$ cat src/rtl/k_fifo_pkg.sv
// Shared FIFO definitions: default geometry and the binary-to-Gray helper
// used by both pointer domains.
package k_fifo_pkg;

    localparam int K_FIFO_ADDR_SIZE  = 4;
    localparam int K_FIFO_AEMPTY_LVL = 2;

    function automatic logic [31:0] bin2gray(input logic [31:0] bin);
        return bin ^ (bin >> 1);
    endfunction

endpackage

$ cat src/rtl/k_gray2bin.sv
// Combinational Gray-to-binary converter of width W: each binary bit is the
// XOR of all Gray bits at and above its position.
module k_gray2bin #(
    parameter int W = 5
) (
    input  logic [W-1:0] gray,
    output logic [W-1:0] bin
);

    for (genvar gi = 0; gi < W; gi++) begin : g_bit
        assign bin[gi] = ^gray[W-1:gi];
    end

endmodule

$ cat src/rtl/k_rctl_gray.sv
// Read-side pointer and flag control for an async FIFO with Gray pointers.
// Define K_RCTL_UNDERFLOW_EN to add the sticky runderflow output.
module k_rctl_gray
    import k_fifo_pkg::*;
#(
    parameter int ADDR_SIZE  = K_FIFO_ADDR_SIZE,
    parameter int AEMPTY_LVL = K_FIFO_AEMPTY_LVL
) (
    input  logic                 rclk,
    input  logic                 rrst_n,
    input  logic                 rget,
    input  logic [ADDR_SIZE:0]   rq2_wptr,
    output logic [ADDR_SIZE-1:0] raddr,
    output logic [ADDR_SIZE:0]   rptr,
    output logic                 rempty,
    output logic                 raempty,
    output logic [ADDR_SIZE:0]   rcount
`ifdef K_RCTL_UNDERFLOW_EN
    ,
    output logic                 runderflow
`endif
);

    localparam int PTR_W = ADDR_SIZE + 1;
    localparam logic [PTR_W-1:0] AEMPTY_V = PTR_W'(AEMPTY_LVL);

    logic [PTR_W-1:0] rbin_q,   rbin_d;
    logic [PTR_W-1:0] rptr_q,   rptr_d;
    logic [PTR_W-1:0] rcount_q, rcount_d;
    logic             rempty_q, rempty_d;
    logic             raempty_q, raempty_d;
    logic [PTR_W-1:0] wbin;
    logic [PTR_W-1:0] occ;
    logic             ren;

    k_gray2bin #(
        .W(PTR_W)
    ) u_wptr_g2b (
        .gray(rq2_wptr),
        .bin (wbin)
    );

    // Flags are computed from the post-read pointer against this cycle's
    // write pointer so a read racing a write never yields a stale empty.
    always_comb begin
        ren       = rget & ~rempty_q;
        rbin_d    = rbin_q + {{ADDR_SIZE{1'b0}}, ren};
        rptr_d    = PTR_W'(bin2gray(32'(rbin_d)));
        occ       = wbin - rbin_d;
        rcount_d  = occ;
        rempty_d  = (rptr_d == rq2_wptr);
        raempty_d = (occ <= AEMPTY_V);
    end

    always_ff @(posedge rclk) begin
        if (!rrst_n) begin
            rbin_q    <= '0;
            rptr_q    <= '0;
            rcount_q  <= '0;
            rempty_q  <= 1'b1;
            raempty_q <= 1'b1;
        end else begin
            rbin_q    <= rbin_d;
            rptr_q    <= rptr_d;
            rcount_q  <= rcount_d;
            rempty_q  <= rempty_d;
            raempty_q <= raempty_d;
        end
    end

`ifdef K_RCTL_UNDERFLOW_EN
    logic runderflow_q, runderflow_d;

    always_comb begin
        runderflow_d = runderflow_q | (rget & rempty_q);
    end

    always_ff @(posedge rclk) begin
        if (!rrst_n) begin
            runderflow_q <= 1'b0;
        end else begin
            runderflow_q <= runderflow_d;
        end
    end

    assign runderflow = runderflow_q;
`endif

    assign raddr   = rbin_q[ADDR_SIZE-1:0];
    assign rptr    = rptr_q;
    assign rempty  = rempty_q;
    assign raempty = raempty_q;
    assign rcount  = rcount_q;

endmodule

$ cat config.mk
export PLATFORM = sky130hd
export DESIGN_NAME = k_rctl_gray
export DESIGN_NICKNAME = d
export VERILOG_FILES = /design/src/rtl/k_fifo_pkg.sv /design/src/rtl/k_gray2bin.sv /design/src/rtl/k_rctl_gray.sv
export SDC_FILE = /design/constraint.sdc
export NUM_CORES = 1
export LEC_CHECK = 0
export CAP_MARGIN = 20
export CORE_MARGIN = 2
export CORE_UTILIZATION = 47
export DETAILED_ROUTE_END_ITERATION = 8
export PLACE_DENSITY = 0.78
export SLEW_MARGIN = 40
export SYNTH_ARGS = -nofsm -noshare
export SYNTH_HDL_FRONTEND = slang
export SYNTH_SLANG_ARGS = --single-unit
$ cat constraint.sdc
create_clock -name rclk -period 4 [get_ports rclk]
set_input_delay 1.2 -clock rclk [delete_from_list [all_inputs] [get_ports rclk]]
set_output_delay 1.2 -clock rclk [all_outputs]
set_load 0.1 [all_outputs]
## Yosys cells after proc, flatten, opt, wreduce, memory -nomap -nowiden

Cells that the tools add are included.

| word-level totals | value |
|---|---|
| logic and storage cells | 16 |
| output and inout bits | 16 |
| register bits after elaboration | 17 |

| cells by class | value |
|---|---|
| equal/unequal tests | 1 |
| order comparisons | 1 |
| reduce and logical (&&, ||, !) cells | 4 |
| bitwise logic cells | 3 |
| $add $sub $neg | 2 |

Operators with widths:

| operator | number |
|---|---|
| adder 5 x 1 -> 5 bit | 1 |
| equality test 5 bit | 1 |
| <= comparator 5 x 2 -> 1 bit, second input constant | 1 |
| parity 5 bit | 1 |
| subtractor 5 bit | 1 |
| XOR 5 x 4 -> 5 bit | 1 |
| parity 4 bit | 1 |
| parity 3 bit | 1 |
| parity 2 bit | 1 |
| AND 1 bit | 1 |
| NOT 1 bit | 1 |

## Depth between registers and ports, before layout

| depth | value |
|---|---|
| depth after elaboration | 5 |
| mapped depth | 12 |
| depth with buffers taken out | 12 |

## Hierarchy

A second synthesis with hierarchy kept.

| unflattened totals | value |
|---|---|
| cell total of the unflattened synthesis | 97 |
| area total of the unflattened synthesis | 1,001.0 um^2 |

By module, submodules not included:

| module | cells each | sequential area each (um^2) | instances | area each (um^2) |
|---|---|---|---|---|
| k_rctl_gray | 91 | 320.3 | 1 | 928.4 |
| k_gray2bin | 6 | 0.0 | 1 | 72.6 |

## Least setup slack after synthesis

Ideal clock, no wire load.

| timing | value |
|---|---|
| path type | input to register |
| start | in rget |
| end | reg raempty_q (netlist: raempty) |
| stages on the path | 12 |
| slack | 0.479 ns |
| path buffers | 0 |
| data arrival time | 3.454 ns |
| data required time | 3.933 ns |
| cells stage by stage | nor2b_1 > ha_1 > ha_1 > xor2_1 > inv_1 > ha_1 > inv_1 > a21oi_1 > a221o_1 > xnor2_1 > o22a_1 > o21ai_2 |

| between the ends | value |
|---|---|
| cells in the longest elaborated chain, start to end | 4 |

Ends and longest elaborated chain:

| element | line | RTL |
|---|---|---|
| start, declared | k_rctl_gray.sv:11 | `input logic rget,` |
| AND 1 bit | k_rctl_gray.sv:46 | `ren = rget & ~rempty_q;` |
| adder 5 x 1 -> 5 bit | k_rctl_gray.sv:47 | `rbin_d = rbin_q + {{ADDR_SIZE{1'b0}}, ren};` |
| subtractor 5 bit | k_rctl_gray.sv:49 | `occ = wbin - rbin_d;` |
| <= comparator 5 x 2 -> 1 bit | k_rctl_gray.sv:52 | `raempty_d = (occ <= AEMPTY_V);` |
| end signal, assigned | k_rctl_gray.sv:67 | `raempty_q <= raempty_d;` |
| end, declared | k_rctl_gray.sv:31 | `logic raempty_q, raempty_d;` |

Every way passes these cells.
A chain may end at the register's enable or synchronous reset.

## Worst setup path after layout

Same ends and word-level chain as after synthesis.

==> results summary <==
The effective utilization at floorplan is 51.44%. After synthesis, flip-flops and latches occupy a little over a third of the total area. The critical path in this run is classified as input port to register. By area the synthesized netlist is led by sky130_fd_sc_hd__dfxtp_1, sky130_fd_sc_hd__xnor2_1, sky130_fd_sc_hd__xor2_1, sky130_fd_sc_hd__ha_1, sky130_fd_sc_hd__and2_1. The static leakage is 0.5249 nW.

The net total in the final layout is ~140. Counting instances in the post-synthesis netlist gives the leading cell types as sky130_fd_sc_hd__dfxtp_1, sky130_fd_sc_hd__xnor2_1, sky130_fd_sc_hd__and2_1. The final RePlAce weighted congestion came out at roughly 0.86. The synthesized area divided by synthesized cell count came out at between 9 and 10 um2. The repair_antennas step left the layout with diodes totalling 0.

The arrival time at the worst endpoint came out at ~3.8 ns. The clock insertion delay at the later pin of the skew report came out at a little under 0.3 ns. The synthesized netlist occupies a cell area of approximately 900 um2. The cts-stage hold buffer count is 0. For this run, design rule violations remaining after detail routing come to 0. The gate count of the mapped netlist came out at 96. The run finished with clean final reports. The number of cell rows came out at 15.

The number of detailed-route iterations in the first pass came out at 4. The layout filler cell count is around 150. The cell with the largest stage delay on the worst path is sky130_fd_sc_hd__clkdlybuf4s50_1. The count of placed standard cells including taps is 145.

The synthesized design spends more area on one cell type than any other, namely sky130_fd_sc_hd__dfxtp_1. Yosys printed 0 warnings. The pin count of the biggest net entering global routing came out at 17. STA classifies the critical path startpoint as an input port.

The post-detailed-route count of antenna-violating nets came out at 0. The worst path uses between 80% and 90% of the clock period. Together, buffers and inverters on the worst path number 3. The maximum number of buffers from clock root to sink came out at 2. CTS placed an instance of sky130_fd_sc_hd__clkbuf_4 at the clock tree root. The slew at the pin with the worst max-slew slack is ~0.49 ns. The wire length of the first global-routing pass came out at ~2.8 mm.

The post-synthesis register bit count came out at 16. The post-CTS resize count came out at 0. The total via count in the routed design came out at 705. The H-tree depth came out at 1. The via count of the first global-routing pass was 659.

The largest single stage delay on the critical path is roughly 0.45 ns. The clock-pin slew of the registers on the worst-case setup and hold paths is 0.09 ns. In the final timing run, aggregate negative setup slack is 0 ns. Compared with the post-synthesis result, the final layout area differs by 25.37%. The number of setup buffers added after CTS came out at 0. The design draws 0.5425 mW. The number of buffers inserted by port buffering is 23. The total die area came out at 2321 um2. After legalization and detailed placement, the total HPWL measured approximately 1.3 mm. The peak supply drop came out at 0.3846 mV. The final wirelength came out at 1.668 mm. In this run the vertical extent of the chip is 48.18 um. The worst clock skew came out at roughly 0.0017 ns. The average wire length per cell after detail routing came out at about 11 um.

The fraction of final layout cells with drive strength greater than 1 came out at between 20 and 25%. The share of the synthesized area in the top cell type came out at around a third. The top fanout value on the critical path is 5.

The number of max-slew violations in the final report came out at 0. The path category of the worst min-delay check is register to register. The kind of cell adding the most delay to the critical path is adder cells. The die boundary width came out at approximately 48 um. The signal on the critical path passes through clkdlybuf4s50_1, nor2b_1, ha_1, ha_1, xor2_1, inv_1, ha_1, inv_1, a21oi_1, a221o_1, xnor2_1, o22a_1, o21ai_2. The post-synth net total came out at 110.

For this run, the leading register cell type out of synthesis is sky130_fd_sc_hd__dfxtp_1. The clock sink count is 16. The final worst hold slack is ~0.67 ns. sky130_fd_sc_hd__dfxtp_1 is the most common cell in the netlist. In the global route stage, overall resource usage came out at between 10% and 20%. The final number of setup-violating endpoints came out at 0.

The number of flops mapped to enable cells by yosys is 0. The power per unit of standard cell area came out at ~470 nW/um2. The finished layout holds 149 standard cells, fillers aside.

The final hold violation count is 0. The total grt overflow is 0. The timing-limited maximum frequency came out at about 280 MHz.

In the routed layout, each cell is associated on average with a via count of around 4.7. Setup repair after global routing left no endpoint under its margin. The fraction of synthesis flops using an asynchronous set or reset pin came out at 0%. The post-synthesis cell type count came out at 30. The max-cap check violation count came out at 0. The time the worst path needs with I/O delays and setup came out at 3.555 ns. STA classifies the critical path endpoint as a register. The floorplan step defined a core boundary enclosing between 1500 and 2000 um2. The number of antenna violations at the first check in global routing was 0. The worst slew slack as a fraction of its limit came out at between 60% and 70%. The most numerous cell type found on the critical path is sky130_fd_sc_hd__ha_1. The first routing iteration left 7 violations.

The number of top-level design ports is 24. The number of buffers inserted during clock tree synthesis came out at 3. STA puts the critical path data required time at 4.23 ns. TritonCTS built the clock tree.
==> cells by family after synthesis <==
group / synth area share (%)
xor+xnor: 25.24
flops: 34.93
simple gates: 19.24
fa+ha+maj: 8.185
buf+inv: 2.455
compound gates: 8.869
mux: 1.091
==> report_power, final <==
| group | total [mW] | switching, mW | internal (mW) | leakage, nW |
|---|---|---|---|---|
| logic | 0.256 | 0.184 | 0.0721 | 0.372 |
| clock network | 0.108 | 0.0526 | 0.0555 | 0.0210 |
| registers | 0.179 | 0.00360 | 0.175 | 0.132 |
==> through the flow <==
step                util (%)  instance area, um2  setup WS [ns]
finish                 64.49                1150         0.4451
global route           64.49                1150         0.3037
CTS                    64.49                1150         0.4424
detailed placement     62.46                1114         0.1453
global placement       66.95                1194         0.2235
floorplan                  -               917.1         0.4790
==> tightest hold or removal path, stage by stage (launching register included) <==
cell and delay (ns):
sky130_fd_sc_hd__dfxtp_1 0.39, sky130_fd_sc_hd__xor2_1 0.14, sky130_fd_sc_hd__nor2b_1 0.11
==> cell usage in the layout, fill, tap and decap left out, types with 2 or more instances in the layout <==
master                            count
sky130_fd_sc_hd__a21oi_1              4
sky130_fd_sc_hd__ha_1                 6
sky130_fd_sc_hd__clkdlybuf4s50_1      7
sky130_fd_sc_hd__nand3_1              3
sky130_fd_sc_hd__xnor2_1             13
sky130_fd_sc_hd__clkbuf_4             3
sky130_fd_sc_hd__nand2_1              5
sky130_fd_sc_hd__inv_1                4
sky130_fd_sc_hd__nor2b_1              4
sky130_fd_sc_hd__buf_4                3
sky130_fd_sc_hd__buf_2               16
sky130_fd_sc_hd__nor2_1               2
sky130_fd_sc_hd__xor2_1               9
sky130_fd_sc_hd__dfxtp_1             16
sky130_fd_sc_hd__and2_1              10
==> flip-flops by register name, summed over array words and instances (netlist names) <==
signal / count
raempty: 1
rbin_q: 5
rcount: 5
rempty: 1
rptr: 4
==> layer usage <==
metal  vias to the layer above  global-route usage, %  part of all wire [%]
li1                        374                      -                     -
met3                         4                  5.556                   4.3
met5                         -                      0                     0
met4                         0                  6.486                   1.9
met2                        17                  27.89                    46
met1                       310                  21.57                    48
==> path summary, 6_finish.rpt <==
| path | from | to | slack, ns | cells after the start |
|---|---|---|---|---|
| worst max-delay path | rget | raempty | 0.45 | 13 |
| worst min-delay path | rbin_q[4] | rbin_q[4] | 0.67 | 2 |
| worst max register to register | rempty | raempty | 1.50 | 12 |
| worst min register to register | rbin_q[4] | rbin_q[4] | 0.67 | 2 |
==> area by class of cell <==
type	count	area, um2	area share, %
inverter	4	15.01	1.306
multi-input combinational	74	574.3	49.95
tap	25	31.28	2.720
timing repair buffer	26	172.7	15.02
sequential	16	320.3	27.86
clock buffer	4	36.28	3.156
No activity file was read; power rests on OpenSTA's default activity.
